## src/rtl/multiply_and_saturate.sv

```systemverilog
// Rescales a narrow signed sample by a constant factor, saturating to the output range.
// Latency: 4 enabled clock edges from input capture to out/out_valid/sat.
// Backpressure: none beyond en; en=0 freezes every register, including outputs and counter.
module multiply_and_saturate #(
    parameter int IN_WIDTH   = 9,
    parameter int OUT_WIDTH  = 12,
    parameter int MULTIPLIER = 8,
    parameter int CNT_WIDTH  = 16
) (
    input  logic                        clk,
    input  logic                        rst,
    input  logic                        en,
    input  logic                        in_valid,
    input  logic signed [IN_WIDTH-1:0]  in,
    input  logic                        cnt_clr,
    output logic signed [OUT_WIDTH-1:0] out,
    output logic                        out_valid,
    output logic                        sat,
    output logic [CNT_WIDTH-1:0]        sat_count
);

    // Magnitude needs one extra bit so that |-2^(IN_WIDTH-1)| is representable.
    localparam int MW = IN_WIDTH + 1;
    localparam int PW = MW + $clog2(MULTIPLIER + 1);
    // Comparison width: wide enough for both the product and the output limits.
    localparam int CW = ((PW > OUT_WIDTH) ? PW : OUT_WIDTH) + 1;

    localparam logic [PW-1:0]        MULT_K  = PW'(MULTIPLIER);
    localparam logic [CW-1:0]        NEG_LIM = CW'(1) << (OUT_WIDTH - 1);
    localparam logic [CW-1:0]        POS_LIM = NEG_LIM - CW'(1);
    localparam logic [CNT_WIDTH-1:0] CNT_MAX = '1;

    // Stage registers
    logic signed [IN_WIDTH-1:0]  r_s1_dat;
    logic                        r_s1_vld;
    logic                        r_s2_neg;
    logic [MW-1:0]               r_s2_mag;
    logic                        r_s2_vld;
    logic                        r_s3_neg;
    logic [PW-1:0]               r_s3_prod;
    logic                        r_s3_vld;
    logic signed [OUT_WIDTH-1:0] r_out;
    logic                        r_vld;
    logic                        r_sat;
    logic [CNT_WIDTH-1:0]        r_cnt;

    logic [MW-1:0]               w_s1_ext;
    logic [MW-1:0]               w_s1_mag;
    logic [PW-1:0]               w_s2_prod;
    logic [CW-1:0]               w_s3_ext;
    logic                        w_pos_ovf;
    logic                        w_neg_ovf;
    logic                        w_sat;
    logic [OUT_WIDTH-1:0]        w_low;
    logic [OUT_WIDTH-1:0]        w_res;

    assign w_s1_ext  = {r_s1_dat[IN_WIDTH-1], r_s1_dat};
    assign w_s1_mag  = r_s1_dat[IN_WIDTH-1] ? -w_s1_ext : w_s1_ext;
    assign w_s2_prod = {{(PW-MW){1'b0}}, r_s2_mag} * MULT_K;
    assign w_s3_ext  = {{(CW-PW){1'b0}}, r_s3_prod};
    // The negative side reaches one step further: magnitude 2^(OUT_WIDTH-1) is exact.
    assign w_pos_ovf = !r_s3_neg && (w_s3_ext > POS_LIM);
    assign w_neg_ovf = r_s3_neg && (w_s3_ext > NEG_LIM);
    assign w_sat     = w_pos_ovf || w_neg_ovf;
    assign w_low     = w_s3_ext[OUT_WIDTH-1:0];

    // Clip or re-apply the sign; a zero magnitude negates to +0.
    always_comb begin
        w_res = w_low;
        if (w_pos_ovf) begin
            w_res = POS_LIM[OUT_WIDTH-1:0];
        end else if (w_neg_ovf) begin
            w_res = NEG_LIM[OUT_WIDTH-1:0];
        end else if (r_s3_neg) begin
            w_res = -w_low;
        end
    end

    // S1: capture the raw sample and its valid flag.
    always_ff @(posedge clk or posedge rst) begin
        if (rst) begin
            r_s1_dat <= '0;
            r_s1_vld <= 1'b0;
        end else if (en) begin
            r_s1_dat <= in;
            r_s1_vld <= in_valid;
        end
    end

    // S2: split into sign and magnitude.
    always_ff @(posedge clk or posedge rst) begin
        if (rst) begin
            r_s2_neg <= 1'b0;
            r_s2_mag <= '0;
            r_s2_vld <= 1'b0;
        end else if (en) begin
            r_s2_neg <= r_s1_dat[IN_WIDTH-1];
            r_s2_mag <= w_s1_mag;
            r_s2_vld <= r_s1_vld;
        end
    end

    // S3: unsigned scale of the magnitude.
    always_ff @(posedge clk or posedge rst) begin
        if (rst) begin
            r_s3_neg  <= 1'b0;
            r_s3_prod <= '0;
            r_s3_vld  <= 1'b0;
        end else if (en) begin
            r_s3_neg  <= r_s2_neg;
            r_s3_prod <= w_s2_prod;
            r_s3_vld  <= r_s2_vld;
        end
    end

    // S4: register the saturated, signed result.
    always_ff @(posedge clk or posedge rst) begin
        if (rst) begin
            r_out <= '0;
            r_sat <= 1'b0;
            r_vld <= 1'b0;
        end else if (en) begin
            r_out <= w_res;
            r_sat <= w_sat;
            r_vld <= r_s3_vld;
        end
    end

    // Saturation event counter: clear beats increment, and it sticks at all-ones.
    always_ff @(posedge clk or posedge rst) begin
        if (rst) begin
            r_cnt <= '0;
        end else if (en) begin
            if (cnt_clr) begin
                r_cnt <= '0;
            end else if (r_s3_vld && w_sat && (r_cnt != CNT_MAX)) begin
                r_cnt <= r_cnt + 1'b1;
            end
        end
    end

    assign out       = r_out;
    assign out_valid = r_vld;
    assign sat       = r_sat;
    assign sat_count = r_cnt;

endmodule
```

## config.mk

```make
export PLATFORM = sky130hd
export DESIGN_NAME = multiply_and_saturate
export DESIGN_NICKNAME = d
export VERILOG_FILES = /design/src/rtl/multiply_and_saturate.sv
export SDC_FILE = /design/constraint.sdc
export NUM_CORES = 1
export LEC_CHECK = 0
export CORE_UTILIZATION = 57
export DETAILED_ROUTE_END_ITERATION = 10
export PLACE_DENSITY_LB_ADDON = 0.2
export SYNTH_ARGS = -nofsm -noshare
export SYNTH_HDL_FRONTEND = slang
export SYNTH_SLANG_ARGS = --single-unit
export TNS_END_PERCENT = 5
```

## constraint.sdc

```tcl
create_clock -name clk -period 3.5 [get_ports clk]
set_input_delay 0.525 -clock clk [delete_from_list [all_inputs] [get_ports clk]]
set_output_delay 0.525 -clock clk [all_outputs]
set_load 0.005 [all_outputs]
```

==> flow_summary.json <==
{
  "status": "complete, no violations",
  "clock_skew_ns": 0.007659,
  "drt-met1-wl_um": 2696,
  "crit_type": "flop to flop",
  "num-nets-final": 351,
  "rsz0062_at_grt": "no",
  "netlist.area_leader.share": 0.5150,
  "die_h_um": 74.71,
  "cts_buffer_depth": 2,
  "drt-total-wl_um": 5730,
  "maxUsedRoutingLayer": "met4",
  "place_congestion": 0.8396,
  "cts_buffers": 9,
  "clk_pin_slew_ns": 0.07,
  "antenna_found_initial": 0,
  "syn_inst": 296,
  "wl_met2_um": 2694,
  "insertion_delay_ns": 0.33,
  "post_cts_buffers": 0,
  "period_share": 0.7211,
  "multi_input_area_sq_um": 1311,
  "ys_ff_latch": 62,
  "syn_area_sq_um": 3013,
  "tns_ns": 0,
  "wl_met3_um": 198,
  "cp-end-kind": "flop",
  "fillCellCount": 408,
  "design.portCount": 44,
  "area_growth_pct": 19.98,
  "p_sw_uw": 455.9,
  "crit_arrival_ns": 2.76,
  "power_density_nw_per_um2": 478.9,
  "grt.overflow.total": 0,
  "hpwl_um": 4051,
  "reg2reg_depth": 6,
  "power_uw": 1731,
  "fin_crit_ns": 2.524,
  "cap_violations": 0,
  "post_cts_resized": 0,
  "antenna_left": 0,
  "grt.total_usage": 0.2321,
  "worst-slew-pin-transition_ns": 0.7606,
  "min_path_type": "flop to flop",
  "initial_utilization": 0.5899,
  "p_comb_frac": 0.175,
  "whs_path_depth": 2,
  "cp_max_fo": 13,
  "drt_first_pass_iters": 4,
  "syn_area_per_cell_sq_um": 10.18,
  "viasPerCell": 5.757,
  "yosysUniqueCellTypes": 42,
  "p_leak_uw": 0.001494,
  "grt_pass1_vias": 2094,
  "cts_tree": "done",
  "drt_iter0_markers": 174,
  "clkSinkCount": 62,
  "htreeDepth": 3,
  "setup_violations": 0,
  "dieArea_sq_um": 5581,
  "core_area_sq_um": 5107,
  "cp.required_ns": 3.74,
  "num_rows": 26,
  "fin_cells": 408,
  "post-route-drc-count": 0,
  "p_seq_frac": 0.512,
  "synth-seq-area-share": 0.5150,
  "drive_gt1_frac": 0.1302,
  "synthTopCellsByArea": "dfrtp_1 (51%), mux2_2 (7.1%), nor2_1 (4.2%)",
  "hold_violations": 0,
  "yosys_warnings": 0,
  "internal-power_uw": 1275,
  "synth_nets": 313,
  "wl_per_cell_um": 14.04,
  "root_buffer": "clkbuf_8",
  "p_clk_frac": 0.313,
  "yosys.area.top_type": "dfrtp_1",
  "vias": 2349,
  "vdd_ir_drop_max_mv": 0.4170,
  "antenna_cells": 0,
  "dp_cells": 393,
  "regArea_sq_um": 1551,
  "slew_violations": 0,
  "grt_pass1_wl_um": 9528,
  "grt_max_degree": 38,
  "chipWidth_um": 74.71,
  "cts_hold_buffers": 0,
  "max_freq_mhz": 396.2,
  "start_kind": "flop",
  "slew_headroom": 0.4922,
  "port_buffers": 43,
  "sw_frac_of_total": 0.2633
}
synthesized netlist by cell type, drive strengths merged:
master   instances
dfrtp           62
nor2            34
o21ai           26
mux2            19
nand2           19
a21oi           18
inv             13
buf             11
nand3           11
nand4           10
o31ai           10
clkbuf           8
xor2             7
a31oi            6
xnor2            5
or3              4
a41oi            3
and3             3
ha               3
nor2b            3
nor3             3
a21boi           2
a21o             2
mux2i            2
or4              2
a22o             1
a32oi            1
nor4b            1
o22a             1
o22ai            1
o2bb2ai          1
o32a             1
o41ai            1
or3b             1
or4b             1
final cells by class:
type                       count  share of cell area
inverter                      13             0.01350
clock inverter                 1            0.001385
timing repair buffer          46              0.1239
sequential                    62              0.4292
tap                           70             0.02423
clock buffer                  14             0.04500
multi-input combinational    202              0.3628
worst max-delay path, stage by stage, from the launching register on:
cell and delay, ns:
dfrtp_1 0.46, ha_1 0.28, nand4_2 0.17, or4_1 0.73
a32oi_4 0.52, o21ai_0 0.16, o21ai_0 0.11
power by group through the flow:
| stage | registers [uW] | clock network (uW) | logic [uW] |
|---|---|---|---|
| floorplan | 879 | 0 | 196 |
| global placement | 894 | 0 | 297 |
| detailed placement | 900 | 0 | 306 |
| CTS | 887 | 549 | 308 |
| global route | 901 | 580 | 344 |
| finish | 887 | 541 | 303 |
through the flow:
stage          hold WS [ns]  utilization  instance area (sq um)  worst slack, ns
6_report             0.4843       0.7077                   3615           0.9761
4_1_cts              0.4883       0.7077                   3615           0.9873
3_5_place_dp         0.4735       0.6749                   3447            1.015
3_3_place_gp         0.4619       0.6749                   3447            1.135
2_1_floorplan        0.4455            -                   3013            1.350
5_1_grt              0.5112       0.7077                   3615           0.8162
layer usage:
layer  global-route usage  vias to the layer above
met5                    0                        -
met4               0.1342                        0
met2               0.3473                       59
met3              0.04418                       13
li1                     -                     1139
met1               0.3180                     1138
state kept, by name (all words and copies together) (netlist names), 9 cells and up:
name       cells
sat_count     16
out           10
r_s2_mag      10
r_s3_prod     10
r_s1_dat       9
final timing paths:
kind                         startpoint            end  slack, ns
max                        sat_count[0]  sat_count[15]       0.98
min                         r_s2_mag[9]  r_s3_prod[12]       0.48
max reg2reg                sat_count[0]  sat_count[15]       0.98
min reg2reg                 r_s2_mag[9]  r_s3_prod[12]       0.48
max in group asynchronous           rst        out[10]       2.17
min in group asynchronous           rst   sat_count[0]       0.65
cell families (layout without fill, tap and decap cells):
family                   count (synthesis)  count (layout)  share of synthesized area
AO/OA/AOI/OAI                           74              74                     0.1591
XOR/XNOR                                12              12                    0.03488
adder cells (fa/ha/maj)                  3               3                    0.01246
buffers and inverters                   32              74                    0.04983
flip-flops                              62              62                     0.5150
multiplexers                            21              21                    0.07766
AND/OR/NAND/NOR                         92              92                     0.1512
cells in the final DEF (no fill, tap or decap), types with 6 or more instances in the layout:
cell              n
nor2_1           34
nand4_1           8
xor2_1            7
a31oi_1           6
a21oi_1          17
clkdlybuf4s50_1  42
clkbuf_8         11
o21ai_0          24
nand3_1          11
o31ai_1          10
mux2_2           19
inv_1            12
dfrtp_1          62
nand2_1          19
Note: power is estimated with default switching activity, not from simulation.
